[src/rtl/sum_collector.sv]
// sum_collector: collects {cout, psum} results from a fixed-latency pipelined
// 16-bit adder into a small FIFO. The block only tracks which adder cycles
// carry real transactions (a bit-wide shift register) and hands out credit
// so the FIFO can never overflow.
module sum_collector #(
  parameter int LATENCY = 4,
  parameter int DEPTH   = 4
) (
  input  logic                     clk,
  input  logic                     rst,
  input  logic                     in_valid,
  output logic                     in_ready,
  input  logic [15:0]              psum_in,
  input  logic                     cout_in,
  output logic                     out_valid,
  input  logic                     out_ready,
  output logic [16:0]              out_data,
  output logic [$clog2(DEPTH):0]   count,
  output logic                     drop_err
);

  localparam int AW = $clog2(DEPTH);
  localparam int CW = AW + 1;

  logic [LATENCY-1:0] r_vld_pipe;
  logic [CW-1:0]      r_inflight;
  logic [CW-1:0]      r_count;
  logic [AW-1:0]      r_wptr;
  logic [AW-1:0]      r_rptr;
  logic [16:0]        r_mem [DEPTH];
  logic               r_drop_err;

  logic [CW:0]        w_credit;
  logic               w_ready;
  logic               w_accept;
  logic               w_capture;
  logic               w_pop;

  // Credit looks only at registered occupancy, so a pop in this cycle frees
  // a slot starting next cycle.
  assign w_credit  = {1'b0, r_count} + {1'b0, r_inflight};
  assign w_ready   = w_credit < (CW+1)'(DEPTH);
  assign w_accept  = in_valid & w_ready;
  assign w_capture = r_vld_pipe[LATENCY-1];
  assign w_pop     = (r_count != '0) & out_ready;

  assign in_ready  = w_ready;
  assign out_valid = (r_count != '0);
  assign out_data  = r_mem[r_rptr];
  assign count     = r_count;
  assign drop_err  = r_drop_err;

  // Accept bit travels alongside the adder; it emerges on the capture edge.
  always_ff @(posedge clk) begin
    if (rst) begin
      r_vld_pipe <= '0;
    end else begin
      r_vld_pipe[0] <= w_accept;
      for (int i = 1; i < LATENCY; i++) r_vld_pipe[i] <= r_vld_pipe[i-1];
    end
  end

  // Transactions inside the adder that still own a FIFO slot.
  always_ff @(posedge clk) begin
    if (rst)                         r_inflight <= '0;
    else if (w_accept && !w_capture) r_inflight <= r_inflight + CW'(1);
    else if (!w_accept && w_capture) r_inflight <= r_inflight - CW'(1);
  end

  // FIFO occupancy; a simultaneous capture and pop leaves it unchanged.
  always_ff @(posedge clk) begin
    if (rst)                      r_count <= '0;
    else if (w_capture && !w_pop) r_count <= r_count + CW'(1);
    else if (!w_capture && w_pop) r_count <= r_count - CW'(1);
  end

  // Storage and pointers; storage is cleared so out_data is never X.
  always_ff @(posedge clk) begin
    if (rst) begin
      r_wptr <= '0;
      r_rptr <= '0;
      for (int i = 0; i < DEPTH; i++) r_mem[i] <= '0;
    end else begin
      if (w_capture) begin
        r_mem[r_wptr] <= {cout_in, psum_in};
        r_wptr        <= r_wptr + AW'(1);
      end
      if (w_pop) r_rptr <= r_rptr + AW'(1);
    end
  end

  // Sticky: the feeder presented a transaction without credit.
  always_ff @(posedge clk) begin
    if (rst)                     r_drop_err <= 1'b0;
    else if (in_valid && !w_ready) r_drop_err <= 1'b1;
  end

  // Credit guarantees a free slot on every capture.
  a_no_overflow: assert property (@(posedge clk) disable iff (rst)
    !(w_capture && r_count == CW'(DEPTH)));

endmodule

[config.mk]
export PLATFORM = sky130hd
export DESIGN_NAME = sum_collector
export DESIGN_NICKNAME = d
export VERILOG_FILES = /design/src/rtl/sum_collector.sv
export SDC_FILE = /design/constraint.sdc
export NUM_CORES = 1
export LEC_CHECK = 0
export CAP_MARGIN = 25
export CORE_ASPECT_RATIO = 0.6
export CORE_MARGIN = 2
export CORE_UTILIZATION = 50
export DETAILED_ROUTE_END_ITERATION = 16
export HOLD_SLACK_MARGIN = 0.1
export PLACE_DENSITY = 0.84
export SLEW_MARGIN = 20
export SYNTH_ARGS = -nofsm -noshare
export SYNTH_HDL_FRONTEND = slang
export SYNTH_SLANG_ARGS = --single-unit
[constraint.sdc]
create_clock -name clk -period 3 [get_ports clk]
set_input_delay 0.6 -clock clk [delete_from_list [all_inputs] [get_ports clk]]
set_output_delay 0.6 -clock clk [all_outputs]
set_load 0.005 [all_outputs]
==> results of run 1 <==
cells in the mapped netlist (all sizes together):
cell	instances	area, um^2
and2	69	432
o22ai	1	6.26
or3	3	18.8
ha	4	50.1
a31o	1	8.76
or2	2	12.5
dfxtp	17	340
inv	4	15.0
mux2i	2	20.0
nand2	1	3.75
a21oi	2	10.0
edfxtp	68	2040
mux4	17	383
o311ai	1	8.76
and3	1	6.26
and3b	2	17.5
buf	7	51.3
nor3	1	16.3
o21ai	2	10.0
xnor2	1	8.76
nor2b	4	32.5
xor2	7	61.3
o31ai	1	7.51
o21bai	1	7.51
nor4	2	27.5
clkbuf	4	15.0
nand2b	1	6.26
fa	2	40.0
nor2	9	33.8
flip-flops by register name, indices dropped and copies added (netlist names), named ones only:
name        flops
r_mem          68
r_vld_pipe      4
count           3
r_inflight      3
r_rptr          2
r_wptr          2
drop_err        1
logic make-up after synthesis:
family | count (synthesis)
adder cells (fa/ha/maj) | 6
flip-flops | 85
XOR/XNOR | 8
AO/OA/AOI/OAI | 9
AND/OR/NAND/NOR | 95
buffers and inverters | 15
multiplexers | 19
path summary, 6_finish.rpt:
kind	to	slack [ps]
setup / recovery	in_ready	200
hold / removal	r_vld_pipe[1]	450
setup reg to reg	r_inflight[2]	350
hold reg to reg	r_vld_pipe[1]	450
final cells by class:
type / instances / area (um^2)
multi-input cells: 137 / 1230
repair buffers: 52 / 523
inverters: 4 / 15.0
fillers: 537 / 2660
flip-flops and latches: 85 / 2380
clock buffers: 10 / 229
well taps: 91 / 114
clock inverters: 6 / 53.8
worst max-delay path, cell delays in order, from the launching register on:
cell	delay (ps)
dfxtp_1	470
ha_1	270
and3_1	170
nor4_1	270
buf_4	190
clkdlybuf4s50_1	500
where the power goes:
group | internal, mW | switching, mW
clock | 0.635 | 0.425
combinational | 0.418 | 0.266
sequential | 1.37 | 0.0869
metal layers:
metal  vias up  wire [um]  track usage, %
li1        964          -               -
met1      1035       2960            24.6
met2        68       3380            29.9
met3         6        502            7.46
met4         0         56            6.02
met5         -          0               0
stage by stage:
stage          instances  setup WS [ps]
4_1_cts              385            174
3_5_place_dp         369            384
3_3_place_gp         369            446
6_report             385            195
5_1_grt              385           81.2
2_1_floorplan        237            366
==> run summary, run 1 <==
crit path DAT - 2200 ps
Mean Syn Cell Area - 15.6 um^2
CTS Root Cell - clkbuf_16
main combinational cell family by area after synthesis - simple AND/OR/NAND/NOR gates
Top Ports - 44
Max Fanout on Critical Path - 7
Final ANT Viol Nets - 0
gp weighted congestion - 0.696
vias per inst - 5.38
post-synthesis compound-gate area fraction - 1.59%
# setup viols final - 0
synthesis-to-finish area growth - 23.1%
Worst-Margin Slew - 873 ps
post-route cell area - 4550 um^2
Syn Std Cell Area - 3690 um^2
mux contribution to synthesized area - 10.9%
syn_nets - 264
Post-CTS Setup Bufs - 0
xor-xnor portion of the synthesized cell area - 1.90%
HPWL after DPL - 4450 um
Critical Path Start - count[1]
total vias in the final route - 2,073
setup total negative slack - 0 ps
most common cell after layout, fill and taps aside - and2_1
diode count - 0
DRT Pass-1 Iters - 4
Core Box Area - 7210 um^2
largest net degree at the start of global routing - 18
Pleak - 1.68 nW
flops & latches, synth - 85
PwrDens - 703 nW/um^2
Fin Hold WS - 446 ps
Max-cap violations - 0
final wirelength - 6900 um
status - complete, no violations
die area - 8110 um^2
port bufs - 43
Peak Freq - 357 MHz
starting density of the core - 51.2%
DRC viols - 0
critical path capture point type - output port
GRT Residual Overflow - 0
Synth Area in Adders - 2.44%
CTS clock-pin slew for the worst setup and hold paths - 60 ps
clock skew - 6.96 ps
Max VDD drop - 467 uV
Synth Instances - 237
simple-gate share of the synthesized area - 16.4%
Die Span X - 115 um
CTS sink cnt - 85
relative slew slack - 41.6%
Max Root-Sink Buffers - 2
Netlist cell types - 35
H-tree depth - 3
Final nets - 316
unrepaired setup endpoints after global routing - false
vias in the first global route - 2,141
Cell Rows - 24
cell count of the worst reg-to-reg path - 10
Tot GR Track Use - 19.0%
Core Util, Final - 63.1%
post-placement cell area - 4260 um^2
hold path depth - 1
Hold Path Origin - r_vld_pipe[0]
commonest cells after routing, fill and taps aside - and2_1 (69), edfxtp_1 (68), clkdlybuf4s50_1 (43), mux4_2 (17), dfxtp_1 (17)
type of origin of the critical path - register
Reg2Reg Launch Point - count[1]
Final Cycle Share - 93.5%
layout cells sized above 1 - 14.6%
overall power - 3.20 mW
Worst Path Class, Setup - reg2out
initial antenna violation count - 0
sequential area share after synthesis - 64.5%
die extent in y - 70.6 um
initial detailed-routing violation count - 147
first-pass GRT wire length - 11,200 um
Max Slew Vio Count - 0
worst min-delay path category - reg2reg
quantity of gates resized following cts - 0
Wirelength per Cell - 17.9 um
CTS Buf Count - 9
hold violation total from the final report - 0
Synthesis Warnings - 0
Worst-Skew Late Latency - 340 ps
CTS tree - built
Period minus WS final - 2800 ps
# hold bufs at CTS - 0
CP required - 2400 ps
No activity file was read; power rests on OpenSTA's default activity.
==> inputs of run 2 (changes only) <==
--- a/config.mk
+++ b/config.mk
@@ -10,6 +10,7 @@
 export CORE_MARGIN = 2
 export CORE_UTILIZATION = 50
 export DETAILED_ROUTE_END_ITERATION = 16
+export GPL_TIMING_DRIVEN = 0
 export HOLD_SLACK_MARGIN = 0.1
 export PLACE_DENSITY = 0.84
 export SLEW_MARGIN = 20
==> run 2 against run 1 <==
Net effect: critical path depth is 1 lower; die area stayed put; via count is 0.29% lower; count of clock-buffer cells in the layout is 1 lower; flip-flop and latch count stayed put; sequential power hardly changed; routed wire length is 4.3% higher; clock skew is 2.5 ps lower; hold slack worse by 7.2 ps; register-to-register slack better by 20 ps; largest power group unchanged; clock power is 28% higher; global-route usage is 0.65 points higher.
==> run summary, run 2 (synthesis gave the netlist of run 1 again) <==
status - complete, no violations
initial detailed-routing violation count - 120
initial antenna violation count - 0
layout cells sized above 1 - 15.8%
Die Span X - 115 um
Filler Cell Count - 510
CTS Buf Count - 9
critical path capture point type - output port
Post-CTS Setup Bufs - 0
Pleak - 1.72 nW
HPWL after DPL - 4770 um
Peak Freq - 345 MHz
vias in the first global route - 2,187
final wirelength - 7200 um
CP max stage cell - clkdlybuf4s50_1
starting density of the core - 51.2%
Wirelength per Cell - 18.5 um
area of the multi-input gates - 1240 um^2
Max VDD drop - 471 uV
Period minus WS final - 2900 ps
diode count - 0
type of origin of the critical path - register
crit path DAT - 2300 ps
total vias in the final route - 2,067
gp weighted congestion - 0.764
Post-Layout Cell Count - 388
Max Slew Vio Count - 0
most common cell after layout, fill and taps aside - and2_1
relative slew slack - 42.1%
Worst-Skew Late Latency - 340 ps
setup total negative slack - 0 ps
FF+latch area - 2380 um^2
Reg2Reg Launch Point - count[1]
overall power - 3.47 mW
die extent in y - 70.6 um
Final Cycle Share - 96.7%
Critical Path, Cell by Cell - buf_1, buf_2, mux4_2, clkdlybuf4s50_1
max FFs per register - 68
CTS tree - built
port bufs - 43
Final nets - 319
DRC viols - 0
largest net degree at the start of global routing - 18
clock skew - 4.46 ps
Hold Path Origin - r_vld_pipe[2]
CTS sink cnt - 85
vias per inst - 5.33
Cell Rows - 24
H-tree depth - 3
CP required - 2400 ps
Max Fanout on Critical Path - 10
top flop regs - r_mem: 68 flops, r_vld_pipe: 4 flops
CP max stage delay - 470 ps
PwrDens - 750 nW/um^2
GRT Residual Overflow - 0
hold violation total from the final report - 0
Biggest register - r_mem
first-pass GRT wire length - 11,600 um
Worst-Margin Slew - 868 ps
synthesis-to-finish area growth - 25.4%
Placed Instances - 372
CTS Root Cell - clkbuf_16
Tot GR Track Use - 19.6%
unrepaired setup endpoints after global routing - false
Core Util, Final - 64.3%
Max-cap violations - 0
Max Root-Sink Buffers - 2
commonest cells after routing, fill and taps aside - and2_1 (69), edfxtp_1 (68), clkdlybuf4s50_1 (43), mux4_2 (17), dfxtp_1 (17)
DRT Pass-1 Iters - 4
# setup viols final - 0
CTS clock-pin slew for the worst setup and hold paths - 60 ps
Top Ports - 44
Worst Path Class, Setup - reg2out
Core Box Area - 7210 um^2
Final ANT Viol Nets - 0
worst min-delay path category - reg2reg
die area - 8110 um^2
-- run 2: cell types whose count changed in the layout (fill, tap and decap cells not counted), sizes merged --
cell / before / now
buf: 9 / 8
bufinv: 1 / 4
clkbuf: 10 / 13
clkinv: 4 / 0
inv: 4 / 6
-- run 2: worst paths after layout --
path / endpoint / slack (ps) / cells past startpoint
worst max-delay path: out_data[9] / 100 / 4
worst min-delay path: r_vld_pipe[3] / 440 / 1
worst max register to register: r_inflight[2] / 370 / 10
worst min register to register: r_vld_pipe[3] / 440 / 1
-- run 2: worst max-delay path: cells and delay by family, from the launching register on --
family / cells / cell delay (ps)
buf+inv: 3 / 1270
mux: 1 / 390
flops: 1 / 310
-- run 2: final cells by class --
cell class              instances  share of cell area [%]
plain buffers                  11                    1.43
multi-input cells             137                    26.7
clock inverters                 7                    3.13
well taps                      91                    2.46
clock buffers                   9                    4.86
repair buffers                 44                    9.62
inverters                       4                   0.324
flip-flops and latches         85                    51.4
-- run 2: what timing repair did --
action                                  4_1_cts  5_1_grt
hold buffers                                  0        0
endpoints found under the setup margin        0        2
resized for setup                             0        1
-- run 2: metal layers --
layer  vias up  GRT usage, %  routed length [um]
li1        975             -                   -
met3        12          6.26                 429
met2        60          30.3                3370
met4         0          7.10                 106
met1      1020          26.6                3290
met5         -             0                   0
-- run 2: where the power goes --
group,internal [mW],switching [mW],leakage [nW]
combinational,0.402,0.272,0.702
sequential,1.37,0.0735,0.841
clock,0.903,0.457,0.177
total,2.67,0.802,1.72
-- run 2: per-stage QoR --
step | hold slack, ps | instance area, um^2 | setup slack (ps)
2_1_floorplan | 414 | 3690 | 366
3_3_place_gp | 420 | 4240 | 79.8
3_5_place_dp | 426 | 4260 | 53.0
4_1_cts | 441 | 4630 | 85.0
5_1_grt | 448 | 4630 | 16.8
6_report | 439 | 4630 | 98.1
